File: src/rtl/kf_pkg.sv
// Shared defaults, FSM encoding and helpers for the KF frame sequencer slice.
package kf_pkg;

  localparam int KF_N       = 20;
  localparam int KF_FRAC    = 10;
  localparam int KF_TIMEOUT = 64;

  typedef enum logic [1:0] {
    ST_IDLE   = 2'd0,
    ST_LAUNCH = 2'd1,
    ST_WAIT   = 2'd2,
    ST_COMMIT = 2'd3
  } kf_state_e;

  function automatic logic [7:0] sat8(input logic [31:0] v);
    return (v > 32'd255) ? 8'hFF : v[7:0];
  endfunction

endpackage

File: src/rtl/kf_frame_timer.sv
// Frame watchdog: counts WAIT cycles, flags the timeout cycle, captures saturated latency.
// Latency: timeout/latency are combinational on the current count; lat is registered on cap.
// Backpressure: none; driven purely by the sequencer FSM.
module kf_frame_timer
  import kf_pkg::*;
#(
  parameter int TIMEOUT = KF_TIMEOUT
) (
  input  logic       clk,
  input  logic       rst_n,
  input  logic       clr,
  input  logic       inc,
  input  logic       cap,
  output logic       timeout,
  output logic [7:0] lat
);

  localparam int CW = $clog2(TIMEOUT + 1);

  logic [CW-1:0] cnt;
  logic [CW-1:0] cur;

  // cur is the count of the cycle in progress, so the first WAIT cycle reads 1
  assign cur     = cnt + CW'(1);
  assign timeout = inc & (cur == CW'(TIMEOUT));

  always_ff @(posedge clk or negedge rst_n) begin
    if (!rst_n) begin
      cnt <= '0;
      lat <= '0;
    end else begin
      if (clr)      cnt <= '0;
      else if (inc) cnt <= cur;
      if (cap)      lat <= sat8(32'(cur));
    end
  end

endmodule

File: src/rtl/kf_frame_sequencer.sv
// Closed-loop frame controller for top_kf: sample in, start/done handshake, X_post fed back.
// Latency: sample transfer to est_valid is 3 + core latency cycles; one frame in flight.
// Backpressure: s_ready only in IDLE with enable and no init; watchdog aborts a stuck core.
module kf_frame_sequencer
  import kf_pkg::*;
#(
  parameter int N       = KF_N,
  parameter int FRAC    = KF_FRAC,
  parameter int TIMEOUT = KF_TIMEOUT
) (
  input  logic         clk,
  input  logic         rst_n,
  input  logic         enable,
  input  logic         init,
  input  logic [N-1:0] x0_init,
  input  logic [N-1:0] x1_init,
  input  logic         s_valid,
  output logic         s_ready,
  input  logic [N-1:0] s_u0,
  input  logic [N-1:0] s_u1,
  input  logic [N-1:0] s_z0,
  input  logic [N-1:0] s_z1,
  output logic         kf_start,
  input  logic         kf_done,
  output logic [N-1:0] kf_x0_prev,
  output logic [N-1:0] kf_x1_prev,
  output logic [N-1:0] kf_u0,
  output logic [N-1:0] kf_u1,
  output logic [N-1:0] kf_z0,
  output logic [N-1:0] kf_z1,
  input  logic [N-1:0] kf_x0_post,
  input  logic [N-1:0] kf_x1_post,
  output logic         est_valid,
  output logic [N-1:0] est_x0,
  output logic [N-1:0] est_x1,
  output logic         busy,
  output logic [31:0]  frame_cnt,
  output logic [7:0]   last_lat,
  output logic         timeout_err
);

  if (FRAC >= N || TIMEOUT < 2) begin : g_param_check
    $error("kf_frame_sequencer: FRAC must be < N and TIMEOUT >= 2");
  end

  kf_state_e     st;
  logic [N-1:0]  x0, x1;
  logic          rdy_en;
  logic          xfer;
  logic          tmo;
  logic [7:0]    lat;

  // rdy_en keeps s_ready low through reset and the first edge after release
  assign s_ready    = rdy_en & (st == ST_IDLE) & enable & ~init;
  assign xfer       = s_valid & s_ready;
  assign busy       = (st != ST_IDLE);
  assign kf_x0_prev = x0;
  assign kf_x1_prev = x1;
  assign est_x0     = x0;
  assign est_x1     = x1;

  kf_frame_timer #(.TIMEOUT(TIMEOUT)) u_timer (
    .clk     (clk),
    .rst_n   (rst_n),
    .clr     (st == ST_LAUNCH),
    .inc     (st == ST_WAIT),
    .cap     ((st == ST_WAIT) & kf_done),
    .timeout (tmo),
    .lat     (lat)
  );

  always_ff @(posedge clk or negedge rst_n) begin
    if (!rst_n) begin
      st          <= ST_IDLE;
      x0          <= '0;
      x1          <= '0;
      kf_u0       <= '0;
      kf_u1       <= '0;
      kf_z0       <= '0;
      kf_z1       <= '0;
      kf_start    <= 1'b0;
      est_valid   <= 1'b0;
      timeout_err <= 1'b0;
      frame_cnt   <= '0;
      last_lat    <= '0;
      rdy_en      <= 1'b0;
    end else begin
      rdy_en    <= 1'b1;
      kf_start  <= 1'b0;
      est_valid <= 1'b0;
      if (init) begin
        // core keeps running; whatever it returns later is dropped in IDLE
        st          <= ST_IDLE;
        x0          <= x0_init;
        x1          <= x1_init;
        timeout_err <= 1'b0;
      end else begin
        case (st)
          ST_IDLE: begin
            if (xfer) begin
              kf_u0    <= s_u0;
              kf_u1    <= s_u1;
              kf_z0    <= s_z0;
              kf_z1    <= s_z1;
              kf_start <= 1'b1;
              st       <= ST_LAUNCH;
            end
          end
          ST_LAUNCH: st <= ST_WAIT;
          ST_WAIT: begin
            if (kf_done) begin
              st <= ST_COMMIT;
            end else if (tmo) begin
              timeout_err <= 1'b1;
              st          <= ST_IDLE;
            end
          end
          ST_COMMIT: begin
            x0        <= kf_x0_post;
            x1        <= kf_x1_post;
            est_valid <= 1'b1;
            frame_cnt <= frame_cnt + 32'd1;
            last_lat  <= lat;
            st        <= ST_IDLE;
          end
          default: st <= ST_IDLE;
        endcase
      end
    end
  end

endmodule
File: config.mk
export PLATFORM = sky130hd
export DESIGN_NAME = kf_frame_sequencer
export DESIGN_NICKNAME = d
export VERILOG_FILES = /design/src/rtl/kf_pkg.sv /design/src/rtl/kf_frame_timer.sv /design/src/rtl/kf_frame_sequencer.sv
export SDC_FILE = /design/constraint.sdc
export NUM_CORES = 1
export LEC_CHECK = 0
export BUFFER_PORTS_ARGS = -buffer_cell sky130_fd_sc_hd__buf_4
export CAP_MARGIN = 5
export CORE_MARGIN = 2
export CORE_UTILIZATION = 35
export DETAILED_ROUTE_END_ITERATION = 16
export PLACE_DENSITY = 0.68
export SLEW_MARGIN = 20
export SYNTH_ARGS = -nofsm -noshare
export SYNTH_HDL_FRONTEND = slang
export SYNTH_SLANG_ARGS = --single-unit
File: constraint.sdc
create_clock -name clk -period 3.5 [get_ports clk]
set_input_delay 0.7 -clock clk [delete_from_list [all_inputs] [get_ports clk]]
set_output_delay 0.7 -clock clk [all_outputs]
set_load 0.005 [all_outputs]
==> impl_metrics.yaml <==
status:
  status: "complete, no violations"
die:
  ios: 371
  die_y_um: 153.8
  die_x_um: 153.8
  dieArea_sq_um: 23670
  row_count: 54
  coreArea_sq_um: 21960
  initial_utilization_pct: 35.78
clock_tree:
  numCtsBuffers: 17
  cts_buffer_depth: 2
  htreeDepth: 4
  hold_buffers: 0
  cts.clk_slew.worst_paths_ps: 80
  cts_setup_buffers: 0
  clock_latency_ps: 430
  cts_sinks: 179
  cts_tree: "yes"
  ctsResizeCount: 0
  root_buffer: "clkbuf_16"
power:
  p_leak_nw: 5.901
  power_density_nw_per_um2: 575.0
  max-vdd-ir-drop_mv: 0.2945
final_layout:
  fin_area_sq_um: 11210
  antenna_cells: 0
  fin_util_pct: 51.07
  drive_above_1_share_pct: 37.22
  fin_cells: 1430
  syn_to_final_growth_pct: 42.72
  fillers: 2066
  fin_nets: 1311
logic_synthesis:
  ys_seq_area_share_pct: 57.01
  syn_nets: 991
  synthArstFlopShare_pct: 100.0
  yosys.cell_count.top_type: "nand2_1"
  avgSynthCellArea_sq_um: 9.606
  syn-cell-area_sq_um: 7858
  synth_top_area_share_pct: 57.01
  synth_edf_count: 0
  synthTopCellsByCount: "nand2_1, dfrtp_1, o21ai_0, buf_4, mux2i_1"
  yosysUniqueCellTypes: 47
  yosys.area.top_type: "dfrtp_1"
  netlist_instances: 818
  ys_top_cells_by_area: "dfrtp_1, nand2_1, mux2i_1, buf_4, o21ai_0"
  ys.warnings.count: 0
  synth-seq-cells: 179
  ys.flop_type: "dfrtp_1"
min_path:
  holdCritPathClass: "in2async"
place:
  post_dp_cell_area_sq_um: 10640
  port_buffers: 369
  dp_cells: 1399
  dp_hpwl_um: 16520
  place_congestion: 0.7866
worst_setup_path:
  timing.rr.start: "st[1]"
  crit_arrival_ps: 2670
  start_kind: "flop"
  required_ps: 3850
  worstSetupStartpoint: "st[1]"
  path_max_fanout: 41
  crit_path_end_kind: "flop"
  crit_type: "reg2reg"
route:
  dr.pass1.iters: 4
  wire_per_inst_um: 15.60
  vias_per_cell: 4.611
  ant_nets: 0
  drc: 0
  wl_um: 22300
  drt-initial-drc-count: 319
  num_vias: 6594
sta:
  max_freq_mhz: 431.8
  slew_viol_final: 0
  setup_viol_count_final: 0
  slew_headroom_pct: 51.69
  fin_setup_tns_ps: 0
  hold_violations: 0
  finalCriticalPeriod_ps: 2316
  post-route-period-util_pct: 66.16
  clock_skew_ps: 14.52
  rsz0062_at_grt: "no"
  tightestPinTransition_ps: 724.7
job:
  drv_cap: 0
global_route:
  gr-total-overflow: 0
  grt_pass1_vias: 6642
  grt_pass1_wl_um: 35000
  grt_usage_pct: 18.78
  antenna_found_initial: 0
  grt_start_max_net_pins: 82
[cells by family after synthesis]
family / count (synthesis) / synth area share [%]
simple gates: 391 / 20.64
flops: 179 / 57.01
buf+inv: 93 / 6.735
compound gates: 69 / 5.143
mux: 42 / 5.366
xor+xnor: 35 / 3.901
fa+ha+maj: 7 / 1.115
other cells: 2 / 0.09558
[metrics by stage]
stage | hold slack [ps] | power, mW | setup WS, ps
after floorplan | 404.4 | 3.534 | 1597
after detailed placement | 457.1 | 4.635 | 905.8
after global placement | 450.8 | 4.593 | 927.0
after CTS | 283.8 | 6.542 | 1143
after global routing | 291.0 | 6.861 | 933.8
final | 266.2 | 6.449 | 1184
[layout make-up]
class | count | area (sq um) | area share [%]
repair buffers | 380 | 2907 | 25.92
well taps | 280 | 350.3 | 3.124
clock inverters | 14 | 146.4 | 1.305
inverters | 14 | 52.55 | 0.4686
flip-flops and latches | 179 | 4479 | 39.94
multi-input cells | 546 | 2854 | 25.45
clock buffers | 17 | 425.4 | 3.793
[worst paths after layout]
kind                            slack [ps]  cells after the start            end
worst max-delay path                  1180                      8  frame_cnt[18]
worst min register to register         460                      2    last_lat[4]
worst min-delay path                   270                      1       kf_z0[7]
min in group clk                       460                      3      kf_u1[10]
max in group asynchronous             2460                      2      est_x0[1]
worst max register to register        1180                      8  frame_cnt[18]
[placed cells by master (no fill, tap or decap), types with 4 or more instances in the layout]
cell type and count:
buf_4 375, nand2_1 324, dfrtp_1 179, o21ai_0 53
mux2i_1 41, xnor2_1 24, nor2_1 17, clkbuf_16 17
inv_1 12, xor2_1 11, nand3_1 10, nand4_1 8
and3_1 6, ha_1 6, nor3_1 5, clkinvlp_4 5
nand3b_1 4, inv_6 4, buf_12 4
[sequential cells by signal, indices dropped and copies added (netlist names), 2 cells and up]
signal / count
frame_cnt: 32
est_x0: 20
est_x1: 20
kf_u0: 20
kf_u1: 20
kf_z0: 20
kf_z1: 20
last_lat: 7
u_timer.cnt: 7
u_timer.lat: 7
st: 2
[where the power goes]
group	switching, mW	internal, mW	total (mW)	leakage, nW
clock	0.871	1.00	1.87	0.265
sequential	0.326	2.54	2.86	2.28
combinational	0.746	0.968	1.71	3.35
[per-layer routing]
metal | share of wire [%] | GRT usage [%]
met1 | 40 | 22.08
met5 | 0 | 0
met3 | 8.2 | 6.342
met2 | 49 | 32.28
met4 | 2.2 | 6.409
[critical path, cell delays in order, from the launching register on]
cell	delay, ps
dfrtp_1	420
ha_2	220
buf_4	570
nand3b_1	210
nor2_1	130
buf_4	170
and3_2	220
and3_1	170
xor2_1	140
No activity file was read; power rests on OpenSTA's default activity.
